$ cat config.mk
export PLATFORM = sky130hd
export DESIGN_NAME = pixel_compositor
export DESIGN_NICKNAME = d
export VERILOG_FILES = /design/src/rtl/pixel_compositor.sv
export SDC_FILE = /design/constraint.sdc
export NUM_CORES = 1
export LEC_CHECK = 0
export CAP_MARGIN = 20
export CORE_ASPECT_RATIO = 1.25
export CORE_MARGIN = 2
export CORE_UTILIZATION = 46
export DETAILED_ROUTE_END_ITERATION = 16
export GPL_TIMING_DRIVEN = 0
export PLACE_DENSITY = 0.92
export SLEW_MARGIN = 10
export SYNTH_ARGS = -nofsm -noshare
export SYNTH_HDL_FRONTEND = slang
export SYNTH_SLANG_ARGS = --single-unit
$ cat constraint.sdc
create_clock -name clk -period 2.7 [get_ports clk]
set_clock_uncertainty 0.1 [all_clocks]
set_input_delay 0.405 -clock clk [delete_from_list [all_inputs] [get_ports clk]]
set_output_delay 0.405 -clock clk [all_outputs]
set_load 0.02 [all_outputs]
$ cat src/rtl/pixel_compositor.sv
`default_nettype none
// ============================================================================
// Module   : pixel_compositor
// Brief    : Two-stage prioritised RGB layer compositor over a split background,
//            with a frame-synchronous double-buffered layer mask.
//            Optional per-frame layer pixel counter: COMPOSITOR_STATS_EN.
// Revision : 1.0 - initial release
// ============================================================================
module pixel_compositor #(
    parameter int NUM_LAYERS = 4,
    parameter int RGB_BITS   = 6,
    parameter int BG_SPLIT   = 320,
    parameter int STAT_LAYER = 0
) (
    input  logic                             clk,
    input  logic                             reset_n,
    input  logic [9:0]                       i_hpos,
    input  logic [9:0]                       i_vpos,
    input  logic                             i_visible,
    input  logic [1:0]                       i_sync,
    input  logic [NUM_LAYERS-1:0]            i_layer_en,
    input  logic [NUM_LAYERS*RGB_BITS-1:0]   i_layer_rgb,
    input  logic [RGB_BITS-1:0]              i_bg_left,
    input  logic [RGB_BITS-1:0]              i_bg_right,
    input  logic                             i_mask_wr,
    input  logic [NUM_LAYERS-1:0]            i_mask_data,
    input  logic                             i_frame_end,
    output logic [RGB_BITS-1:0]              o_rgb,
    output logic [1:0]                       o_sync,
    output logic [9:0]                       o_hpos,
    output logic [9:0]                       o_vpos,
    output logic [NUM_LAYERS-1:0]            o_mask,
    output logic                             o_mask_pending,
    output logic [18:0]                      o_stat
);

    localparam logic [10:0] c_BG_SPLIT = 11'(BG_SPLIT);

    if (STAT_LAYER < 0 || STAT_LAYER >= NUM_LAYERS) begin : g_bad_stat_layer
        $error("pixel_compositor: STAT_LAYER out of range");
    end

    logic [NUM_LAYERS-1:0]          r_mask_active;
    logic [NUM_LAYERS-1:0]          r_mask_pending;
    logic                           r_mask_flag;

    logic                           r_s1_visible;
    logic [1:0]                     r_s1_sync;
    logic [9:0]                     r_s1_hpos;
    logic [9:0]                     r_s1_vpos;
    logic [NUM_LAYERS-1:0]          r_s1_en;
    logic [NUM_LAYERS*RGB_BITS-1:0] r_s1_rgb;
    logic [RGB_BITS-1:0]            r_s1_bg;

    logic                           w_hit;
    logic [RGB_BITS-1:0]            w_win_rgb;
    logic [RGB_BITS-1:0]            w_pix;

    // A write coinciding with frame end still promotes the old pending value.
    always_ff @(posedge clk) begin
        if (!reset_n) begin
            r_mask_active  <= '1;
            r_mask_pending <= '0;
            r_mask_flag    <= 1'b0;
        end else begin
            if (i_frame_end && r_mask_flag) begin
                r_mask_active <= r_mask_pending;
            end
            if (i_mask_wr) begin
                r_mask_pending <= i_mask_data;
                r_mask_flag    <= 1'b1;
            end else if (i_frame_end) begin
                r_mask_flag    <= 1'b0;
            end
        end
    end

    always_ff @(posedge clk) begin
        if (!reset_n) begin
            r_s1_visible <= 1'b0;
            r_s1_sync    <= '0;
            r_s1_hpos    <= '0;
            r_s1_vpos    <= '0;
            r_s1_en      <= '0;
            r_s1_rgb     <= '0;
            r_s1_bg      <= '0;
        end else begin
            r_s1_visible <= i_visible;
            r_s1_sync    <= i_sync;
            r_s1_hpos    <= i_hpos;
            r_s1_vpos    <= i_vpos;
            r_s1_en      <= i_layer_en & r_mask_active;
            r_s1_rgb     <= i_layer_rgb;
            r_s1_bg      <= ({1'b0, i_hpos} < c_BG_SPLIT) ? i_bg_left : i_bg_right;
        end
    end

    // Scan from lowest priority upward so the lowest set index wins.
    always_comb begin
        w_hit     = 1'b0;
        w_win_rgb = '0;
        for (int k = NUM_LAYERS - 1; k >= 0; k--) begin
            if (r_s1_en[k]) begin
                w_hit     = 1'b1;
                w_win_rgb = r_s1_rgb[k*RGB_BITS +: RGB_BITS];
            end
        end
        w_pix = !r_s1_visible ? '0 : (w_hit ? w_win_rgb : r_s1_bg);
    end

    always_ff @(posedge clk) begin
        if (!reset_n) begin
            o_rgb  <= '0;
            o_sync <= '0;
            o_hpos <= '0;
            o_vpos <= '0;
        end else begin
            o_rgb  <= w_pix;
            o_sync <= r_s1_sync;
            o_hpos <= r_s1_hpos;
            o_vpos <= r_s1_vpos;
        end
    end

    assign o_mask         = r_mask_active;
    assign o_mask_pending = r_mask_flag;

`ifdef COMPOSITOR_STATS_EN
    localparam logic [NUM_LAYERS-1:0] c_STAT_ONEHOT = NUM_LAYERS'(1) << STAT_LAYER;
    localparam logic [NUM_LAYERS-1:0] c_STAT_BELOW  = c_STAT_ONEHOT - NUM_LAYERS'(1);

    logic [18:0] r_stat_cnt;
    logic        w_stat_hit;

    assign w_stat_hit = r_s1_visible && r_s1_en[STAT_LAYER] && ((r_s1_en & c_STAT_BELOW) == '0);

    always_ff @(posedge clk) begin
        if (!reset_n) begin
            r_stat_cnt <= '0;
            o_stat     <= '0;
        end else if (i_frame_end) begin
            o_stat     <= r_stat_cnt;
            r_stat_cnt <= '0;
        end else if (w_stat_hit && (r_stat_cnt != '1)) begin
            r_stat_cnt <= r_stat_cnt + 19'd1;
        end
    end
`else
    assign o_stat = '0;
`endif

endmodule
`default_nettype wire

==> key figures <==
Worst setup path
  – Largest delay share family, worst path: buffers and inverters
  – Critical path buffer and inverter count: 1
  – Worst Setup Path Type: register to output port
  – Element type at the critical path start: register
  – FF-to-FF setup slack: 1.22 ns
  – CP max stage cell: clkdlybuf4s50_1
  – Critical Path AT: between 1 and 1.5 ns
  – Worst Path Max Fanout: 7
  – Critical path data required time: 2.19 ns
  – Slowest stage delay, CP: around 0.65 ns
  – Crit path cell chain: clkdlybuf4s50_1
  – CP endpoint kind: output port

Cells and area
  – Layout cells sized above 1: roughly 11%
  – Final Cell Area: 4530 µm²
  – Synth-to-Final Area Change: 45.7%
  – Commonest cells after routing, fill and taps aside: clkdlybuf4s50_1, dfxtp_1, and2_1
  – Final layout net count: a little under 500
  – ANT cells: 0
  – Most common cell after layout, fill and taps aside: clkdlybuf4s50_1

Global routing
  – Overflow after GRT: 0
  – Antenna violations before repair: 0
  – First-pass GRT wire length: a little over 10,000 µm
  – Largest net degree at the start of global routing: 16
  – Vias in the first global route: ~2,300
  – GRT Resource Usage Total: between 10% and 20%

Clocking
  – CTS tree: yes
  – Total CTS buffers: 9
  – CTS H-tree lvls: 3
  – Clock-pin slew on the worst setup and hold paths: approximately 0.09 ns
  – Clk_lat worst skew: about 0.34 ns
  – Post-cts resize count: 0
  – Clock root buffer: clkbuf_8
  – CTS Buffer Depth: 2
  – Post-CTS setup buffers: 0
  – CTS sink cnt: between 90 and 100
  – # hold bufs at CTS: 0

Routing
  – DR WL/cell: ~13 µm
  – Starting DRT DRC Count: 71
  – DRC: 0
  – First drt pass iteration count: 4
  – Final WL: roughly 6500 µm
  – Routed vias/inst: ~4.5
  – Post-route antenna net violation count: 0
  – Via count: about 2,300

Placed design
  – Area after DPL: roughly 4300 µm²
  – Port-buffer cells: between 100 and 150
  – HPWL Detailed: just over 5000 µm
  – RD Place Congestion: 0.789

Synth
  – Syn_area_per_cell: 10.9 µm²
  – Register area share after synthesis: approximately 60%
  – Synth unique cells: 20
  – Post-Syn Area: 3110 µm²
  – Synthesized flop and latch total: 94
  – Cell count after synthesis: approximately 290
  – Ys Warns: 0

Floorplanning
  – Core footprint: approximately 6600 µm²
  – Full die area: approximately 7400 µm²
  – Starting Density: a little under half
  – # IOs: 123
  – Die width: between 70 and 80 µm
  – # rows: 33
  – Die Height: approximately 96 µm

Pwr
  – Leakage Power: approximately 0.0019 µW
  – Power density over the cells: 628 nW/µm²
  – Maximum VDD drop: ~0.00042 V

STA
  – Final min period: around 1.9 ns
  – RSZ-0062 raised after global routing: no
  – FMAX: about 520 MHz
  – Fin. max-slew vios: 0
  – Final period util: approximately 72%
  – Setup TNS: 0 ns
  – Number of setup violations in the final report: 0
  – Hold Fails Final Rpt: 0

Run
  – Maxcap violations: 0

Status
  – Status: completed

Min path
  – Hold Path Class: register to register
synth_stat cells:
cell / count / area (µm²)
nor2b_1: 5 / 31.3
mux2i_1: 10 / 100
inv_1: 7 / 26.3
a211o_1: 6 / 52.6
nand3_1: 8 / 40.0
or4_4: 1 / 11.3
nor3b_1: 6 / 45.0
clkbuf_1: 12 / 45.0
nor2_2: 1 / 6.26
and2_1: 70 / 438
and3_1: 4 / 25.0
buf_2: 2 / 10.0
dfxtp_1: 94 / 1880
o21a_1: 2 / 15.0
buf_4: 19 / 143
o221ai_2: 6 / 90.1
buf_6: 2 / 22.5
conb_1: 1 / 3.75
nand2_1: 17 / 63.8
a21oi_1: 12 / 60.1
state kept, by name, indices dropped and copies added, names as in the netlist:
register        flops
o_hpos             10
o_mask              4
o_mask_pending      1
o_rgb               6
o_sync              2
o_vpos             10
r_mask_pending      4
r_s1_bg             6
r_s1_en             4
r_s1_hpos          10
r_s1_rgb           24
r_s1_sync           2
r_s1_visible        1
r_s1_vpos          10
logic make-up (layout without fill, tap and decap cells):
family	count (synthesis)	count (layout)	synth area share, %
other	1	19	0.121
buffers and inverters	42	160	7.92
DFF	94	94	60.5
muxes	10	10	3.22
and+or+nand+nor	112	112	21.2
AOI/OAI and AO/OA	26	26	7.00
worst paths after layout:
check	start	to	cells past startpoint
max	o_mask_pending	o_mask_pending	1
max reg2reg	r_s1_en[0]	o_rgb[4]	5
min reg2reg	r_s1_vpos[8]	o_vpos[8]	1
min	r_s1_vpos[8]	o_vpos[8]	1
layer usage:
| metal | GRT usage (%) | vias to the layer above | part of all wire, % | routed length, µm |
|---|---|---|---|---|
| li1 | - | 1137 | - | - |
| met1 | 20.0 | 1040 | 39 | 2560 |
| met2 | 33.1 | 83 | 51 | 3350 |
| met3 | 3.85 | 16 | 6.1 | 397 |
| met4 | 11.0 | 0 | 3.2 | 207 |
| met5 | 0 | - | 0 | 0 |
cell type report:
cell class	instances	area, µm²
buffer	35	220
clock buffer	11	141
clock inverter	5	82.6
fill	503	2030
inverter	7	26.3
multi-input combinational	167	1050
sequential	94	1880
tap	87	109
timing repair buffer	102	1020
stage by stage:
| step | worst slack, ns | cells | total power, µW | hold WS [ns] | util, % |
|---|---|---|---|---|---|
| CTS | 0.754 | 508 | 2870 | 0.335 | 69.0 |
| floorplan | 1.31 | 303 | 1700 | 0.312 | - |
| finish | 0.769 | 508 | 2840 | 0.335 | 69.0 |
| global route | 0.703 | 508 | 2970 | 0.347 | 69.0 |
| detailed placement | 0.503 | 492 | 1880 | 0.322 | 65.6 |
| global placement | 0.565 | 492 | 1870 | 0.313 | 65.6 |
power by group:
part | switching, µW | leakage (µW) | internal [µW]
logic | 150 | 0.00102 | 207
clock network | 455 | 0.000102 | 547
registers | 27.8 | 0.000779 | 1460
(Power assumes the default switching activity.)
